File: config.mk
export PLATFORM = sky130hd
export DESIGN_NAME = ex_stage_controller
export DESIGN_NICKNAME = d
export VERILOG_FILES = /design/src/rtl/ex_ctrl_pkg.sv /design/src/rtl/alu_op_decoder.sv /design/src/rtl/ex_stage_controller.sv
export SDC_FILE = /design/constraint.sdc
export NUM_CORES = 1
export LEC_CHECK = 0
export ABC_AREA = 1
export BUFFER_PORTS_ARGS = -buffer_cell sky130_fd_sc_hd__clkbuf_2
export CORE_AREA = 4 4 41 43
export CTS_CLUSTER_SIZE = 16
export DETAILED_ROUTE_END_ITERATION = 16
export DIE_AREA = 0 0 45 47
export SETUP_SLACK_MARGIN = 0.4
export SLEW_MARGIN = 5
export SYNTH_ARGS = -nofsm -noshare
export SYNTH_HDL_FRONTEND = slang
export SYNTH_SLANG_ARGS = --single-unit
File: constraint.sdc
create_clock -name clk -period 1.1 [get_ports clk]
set_input_delay 0.22 -clock clk [delete_from_list [all_inputs] [get_ports clk]]
set_output_delay 0.22 -clock clk [all_outputs]
set_load 0.01 [all_outputs]
File: src/rtl/ex_ctrl_pkg.sv
// ex_ctrl_pkg: opcodes, ALU/MU op codes and result-select codes shared by the EX-stage control decode.
package ex_ctrl_pkg;
  localparam logic [6:0] OP     = 7'b0110011;
  localparam logic [6:0] OP_IMM = 7'b0010011;
  localparam logic [6:0] LUI    = 7'b0110111;
  localparam logic [6:0] AUIPC  = 7'b0010111;
  localparam logic [6:0] LOAD   = 7'b0000011;
  localparam logic [6:0] STORE  = 7'b0100011;
  localparam logic [6:0] BRANCH = 7'b1100011;
  localparam logic [6:0] JAL    = 7'b1101111;
  localparam logic [6:0] JALR   = 7'b1100111;
  typedef enum logic [3:0] {
    ALU_ADD, ALU_SUB, ALU_SLL, ALU_SLT, ALU_SLTU, ALU_XOR,
    ALU_SRL, ALU_SRA, ALU_OR, ALU_AND, ALU_PASSB
  } alu_op_e;
  typedef enum logic [1:0] {MU_MUL, MU_MULH, MU_MULHSU, MU_MULHU} mu_op_e;
  localparam int RES_ALU = 0;
  localparam int RES_MU  = 1;
  function automatic alu_op_e arith_op(input logic [2:0] f3, input logic alt);
    case (f3)
      3'b000:  return alt ? ALU_SUB : ALU_ADD;
      3'b001:  return ALU_SLL;
      3'b010:  return ALU_SLT;
      3'b011:  return ALU_SLTU;
      3'b100:  return ALU_XOR;
      3'b101:  return alt ? ALU_SRA : ALU_SRL;
      3'b110:  return ALU_OR;
      default: return ALU_AND;
    endcase
  endfunction
endpackage

File: src/rtl/alu_op_decoder.sv
// alu_op_decoder: combinational opcode/func3/func7 -> ALU op; illegal flag only with EX_ILLEGAL_DETECT_EN.
module alu_op_decoder
  import ex_ctrl_pkg::*;
(
  input  logic [6:0] opcode,
  input  logic [2:0] func3,
  input  logic [1:0] func7b50,
  output logic [3:0] aluctl,
  output logic       illegal
);
  always_comb begin
    aluctl = ALU_ADD;
    case (opcode)
      OP:                            aluctl = func7b50[0] ? ALU_ADD : arith_op(func3, func7b50[1]);
      OP_IMM:                        aluctl = arith_op(func3, func3 == 3'b101 && func7b50[1]);
      LUI:                           aluctl = ALU_PASSB;
      BRANCH:                        aluctl = func3[2] ? (func3[1] ? ALU_SLTU : ALU_SLT) : ALU_SUB;
      AUIPC, LOAD, STORE, JAL, JALR: aluctl = ALU_ADD;
      default:                       aluctl = ALU_ADD;
    endcase
  end
`ifdef EX_ILLEGAL_DETECT_EN
  // DIV/REM and func7b50=11 are rejected here alongside unknown opcodes
  assign illegal = !(opcode inside {OP, OP_IMM, LUI, AUIPC, LOAD, STORE, BRANCH, JAL, JALR})
                || (opcode == BRANCH && func3[2:1] == 2'b01)
                || (opcode == OP && func7b50[0] && (func7b50[1] || func3[2]));
`else
  assign illegal = 1'b0;
`endif
endmodule

File: src/rtl/ex_stage_controller.sv
// ex_stage_controller: EX-stage control decode with one-shot multiplier start; EX_ILLEGAL_DETECT_EN enables illegal.
module ex_stage_controller
  import ex_ctrl_pkg::*;
#(
  parameter int ifuresctl_N = 2,
  localparam int SW = (ifuresctl_N > 2) ? $clog2(ifuresctl_N) : 1
) (
  input  logic          clk,
  input  logic          rst,
  input  logic [6:0]    opcode,
  input  logic [2:0]    func3,
  input  logic [1:0]    func7b50,
  input  logic          instr_valid,
  output logic [3:0]    aluctl,
  output logic [1:0]    mulctl,
  output logic          mulstart,
  output logic [SW-1:0] ifuresctl,
  output logic          illegal
);
  logic [3:0] dec_alu;
  logic       dec_ill;
  logic       is_mul;
  logic       arm_q, arm_d;
  alu_op_decoder u_dec (
    .opcode   (opcode),
    .func3    (func3),
    .func7b50 (func7b50),
    .aluctl   (dec_alu),
    .illegal  (dec_ill)
  );
  assign is_mul    = opcode == OP && func7b50 == 2'b01 && !func3[2];
  assign aluctl    = rst ? ALU_ADD : dec_alu;
  assign mulctl    = rst ? MU_MUL : mu_op_e'(func3[1:0]);
  assign ifuresctl = (!rst && is_mul) ? SW'(RES_MU) : SW'(RES_ALU);
  assign illegal   = !rst && dec_ill;
  assign mulstart  = !rst && instr_valid && is_mul && arm_q;
  // re-arm whenever the EX slot empties so a held instruction pulses only once
  assign arm_d     = rst || !instr_valid || (arm_q && !mulstart);
  always_ff @(posedge clk) arm_q <= arm_d;
endmodule

Yosys cells after proc, flatten, opt, wreduce, memory -nomap -nowiden
Cells that the tools add are included.
{"block": "totals", "regBits": 1, "latchBits": 0, "mem_bits_rw": 0, "rom_bits": 0, "in_bits": 15, "output_inout_bits": 9, "elab_cells": 40, "memories": 0}
{"block": "classes", "add_sub_neg": 0, "n_mul": 0, "n_div": 0, "n_lt_le_gt_ge": 0, "eq_ne": 11, "shift": 0, "mux": 13, "n_bitwise": 0, "n_reduce_logical": 15}
{"operator": "$pmux 4 s7", "count": 2}
{"operator": "$pmux 4 s4", "count": 1}
{"operator": "$eq 7x6->1 const B", "count": 2}
{"operator": "$mux 4", "count": 3}
{"operator": "$eq 3x3->1 const B", "count": 3}
{"operator": "$logic_and 1x1->1", "count": 8}
{"operator": "$eq 7x5->1 const B", "count": 1}
{"operator": "$eq 7x7->1 const B", "count": 1}
{"operator": "$eq 3x2->1 const B", "count": 2}
{"operator": "$mux 1", "count": 5}
{"operator": "$logic_not 1->1", "count": 4}
{"operator": "$eq 3x1->1 const B", "count": 1}
{"operator": "$logic_not 3->1", "count": 1}
{"operator": "$mux 3", "count": 1}
{"operator": "$eq 2x1->1 const B", "count": 1}
{"operator": "$logic_or 1x1->1", "count": 2}
{"operator": "$mux 2", "count": 1}

Longest topological paths before layout
{"block": "logic_depth", "word_depth": 8, "mapped_depth": 8, "depth_no_buf": 8}

By module
A second synthesis with hierarchy kept.
{"block": "hier_totals", "cells_unflattened": 90, "hier_area_um2": 440.4}
{"module": "alu_op_decoder", "n_inst": 1, "cells_per_inst": 49, "area_each_um2": 235.2, "seq_area_each_um2": 0.0}
{"module": "ex_stage_controller", "n_inst": 1, "cells_per_inst": 41, "area_each_um2": 205.2, "seq_area_each_um2": 20.0}

Least setup slack after synthesis
No wires, ideal clock.
{"block": "synth_timing", "path_type": "input port to output port", "start": "in opcode[1]", "end": "out aluctl[0]", "t_arrival_ns": 0.866, "t_required_ns": 0.880, "slack_ns": 0.014, "stages": 6, "path_buffers": 0, "path_cell_list": "nand2_1 nor2_2 nand3_1 nand2_2 nand2_1 a21oi_2"}
{"block": "synth_via", "elab_chain_cells": 3, "elab_cells_between_ends": 6, "classes_between": "4 x eq/ne; 2 x mux"}
{"element": "start: declaration", "line_no": "ex_stage_controller.sv:10", "source": "input logic [6:0] opcode,"}
{"element": "$eq 7x7->1 (tied with other cells)", "line_no": "alu_op_decoder.sv:13", "source": "case (opcode)"}
{"element": "$pmux 4 s4 *", "line_no": "alu_op_decoder.sv:13"}
{"element": "$mux 4 *", "line_no": "ex_stage_controller.sv:32", "source": "assign aluctl = rst ? ALU_ADD : dec_alu;"}
{"element": "end: declaration", "line_no": "ex_stage_controller.sv:14", "source": "output logic [3:0] aluctl,"}
Mark *: on every way between the ends. The rest lies on a longest branch, timed or not.

Final worst setup path
{"block": "layout_timing", "start": "in opcode[3]", "end": "out aluctl[0]"}
The elaborated chain is that of the path after synthesis.

==> impl_results.md <==
* Outcome: finished with violations
* Failing checks: setup timing
* Diodes inserted at 0
* Peak fanout along the critical path at 4
* Reg clk slew, reported paths at 0 ns
* Number of I/O port buffers at 22
* Layout Nets at about 120
* Total of flip-flops plus latches after synthesis at 1
* Number of cells on the worst reg-to-reg path at 2
* Hold slack at 0.442 ns
* Worst skew pair latency at 0 ns
* Final-report hold violation count at 0
* IO Count at 24
* Max Transition Viols Final at 0
* Number of warning messages in the yosys log at 0
* Via Count at between 500 and 600
* Pin count of the biggest net entering global routing at 6
* Number of DRC markers in iteration 0 at 5
* Die boundary width at about 45 um
* Global-route wire length before repair at approximately 1700 um
* Total power at about 240 uW
* Final WS setup at -0.238 ns
* Area enclosed by the die boundary at around 2100 um^2
* Signal arrival time at the worst endpoint at ~1.1 ns
* Overall routed net length at around 1200 um
* Hold Crit Class: register to register
* Share of post-route cells with drive strength above 1 at 0.623
* Final critical path time including I/O delays and setup at around 1.3 ns
* Initial Utilization at 0.280
* CORE AREA at ~1300 um^2
* MaxCap Viol Count at 0
* Post-synth net total at 92
* Count of standard-cell rows at 13
* Post-Route Skew at 0 ns
* Hold buffer count at cts at 0
* Power Density at 314 nW/um^2
* Cell type with the highest aggregate area in the netlist: nand2_1
* Unrepaired setup endpoints after global routing: yes
* Reg2reg end: arm_q$_DFF_P_
* Required time at the endpoint of the critical path at slightly below 0.9 ns
* Count of endpoints failing setup in the final report at 6
* Fmax achieved at 0.748 GHz
* Static leakage at slightly below 0.4 nW
* Routed vias/inst at 4.50
* Reg2reg setup slack at 0.60 ns
* Final weighted congestion in routability-driven placement at about 0.83
* Post-DP HPWL at a little over 900 um
* Cell area after synthesis at approximately 360 um^2
* Per-instance average area after synthesis at 4.73 um^2
* Sequential-to-total area share from yosys stat at 0.0550
* Portion of the clock cycle consumed by the worst path in the final layout at 1.22
* Setup crit start: opcode[3]
* Area share of the leading cell type in the synthesized netlist at 0.206
* Sum of overflow across all layers after global routing at 0
* Startpoint type of the worst setup path: input pin
* Commonest non-fill, non-tap cell in the layout: nand2_1
* Relative area change from synthesis to final layout at 113%
* Overall global routing resource usage at 0.102
* Most frequent cells in the layout: 12 x nand2_1, 10 x clkbuf_2, 9 x nor2_2
* Number of antenna violations at the first check in global routing at 0
* Number of flip-flops under the largest register name at 1
* Top register by number of flip-flops: arm_q
* Largest registers ranked by flip-flop count: arm_q: 1 flops
* Routed len/inst at ~10 um
* Setup TNS at -1.02 ns
* Number of distinct library cell variants in the gate-level netlist after synthesis at 17
* Max rail drop VDD at about 0.16 mV
* Die Span Y at around 47 um
* Setup Crit Path Kind: input pin to output port
* First-pass DRT Iterations at 4
* Largest cells by area after synthesis: nand2_1 21%, nor2_1 14%, inv_1 10%
* Vias in the first global route at roughly 490
* Post-route DRC violation count at 0
* # fillers at 126
* Synth Instances at 77
* Startpoint of the worst register-to-register path: arm_q$_DFF_P_
* Final antenna-violating net count at 0
* Kind of end point of the critical path: output port
* CP Capture Point: aluctl[0]
==> routing by layer <==
| metal | up-vias | routed length, um | GRT usage |
|---|---|---|---|
| li1 | 293 | - | - |
| met1 | 234 | 448 | 0.115 |
| met2 | 18 | 682 | 0.209 |
| met3 | 0 | 79 | 0.0153 |
| met4 | 0 | 0 | 0 |
| met5 | - | 0 | 0 |
==> layout make-up <==
| cell class | instances | area, um^2 | share of cell area |
|---|---|---|---|
| multi-input cells | 61 | 398 | 0.512 |
| repair buffers | 30 | 255 | 0.329 |
| inverters | 14 | 85.1 | 0.110 |
| flip-flops and latches | 1 | 20.0 | 0.0258 |
| well taps | 15 | 18.8 | 0.0242 |
==> timing repair <==
item                       in CTS  in global routing
resized for setup              20                 26
pin swaps                       9                 13
setup endpoints to repair       9                  9
setup buffers                   0                  2
==> power by group <==
| part | internal, mW | leakage [nW] | switching [mW] |
|---|---|---|---|
| Clock | 0 | 0 | 0 |
| Sequential | 0.0370 | 0.00810 | 0.00000756 |
| Combinational | 0.103 | 0.377 | 0.104 |
==> Yosys cell counts <==
library cell	instances
dfxtp_1	1
xor2_1	1
o21ai_0	3
a21oi_1	2
a21oi_2	2
nand2_1	20
nand3b_1	1
nand2_2	2
nand3_1	7
nor2_1	14
buf_4	1
nor2_2	5
conb_1	1
inv_1	10
inv_2	4
nor3_1	2
o21ai_1	1
==> cell families after synthesis <==
family                 count (synthesis)  synth area share
AO/OA/AOI/OAI                          8             0.131
AND/OR/NAND/NOR                       51             0.615
flip-flops                             1            0.0550
buffers and inverters                 15             0.165
XOR/XNOR                               1            0.0241
other                                  1            0.0103
==> critical path, cell delays in order <==
cell and delay (ns):
buf_12 0.12, inv_12 0.04, nand2_4 0.04, nor2_4 0.16, nand3_2 0.12, nor2_1 0.12
nor2_1 0.06, a21oi_2 0.11, buf_2 0.13
==> through the flow <==
| stage | worst slack (ns) | instance area [um^2] | util | std cells |
|---|---|---|---|---|
| CTS | -0.220 | 694 | 0.534 | 119 |
| floorplan | 0.0503 | 435 | - | 77 |
| finish | -0.238 | 777 | 0.597 | 121 |
| global placement | -0.321 | 602 | 0.463 | 119 |
| global route | -0.309 | 777 | 0.597 | 121 |
| detailed placement | -0.321 | 602 | 0.463 | 119 |
==> worst min path at each step <==
stage / from / end / slack (ns) / depth (start not counted)
CTS: arm_q$_DFF_P_ / arm_q$_DFF_P_ / 0.45 / 2
floorplan: instr_valid / arm_q$_DFF_P_ / 0.38 / 3
global placement: arm_q$_DFF_P_ / arm_q$_DFF_P_ / 0.44 / 2
finish: arm_q$_DFF_P_ / arm_q$_DFF_P_ / 0.44 / 2
detailed placement: arm_q$_DFF_P_ / arm_q$_DFF_P_ / 0.45 / 2
global route: arm_q$_DFF_P_ / arm_q$_DFF_P_ / 0.45 / 2
Power figures use the tool's default switching activity.
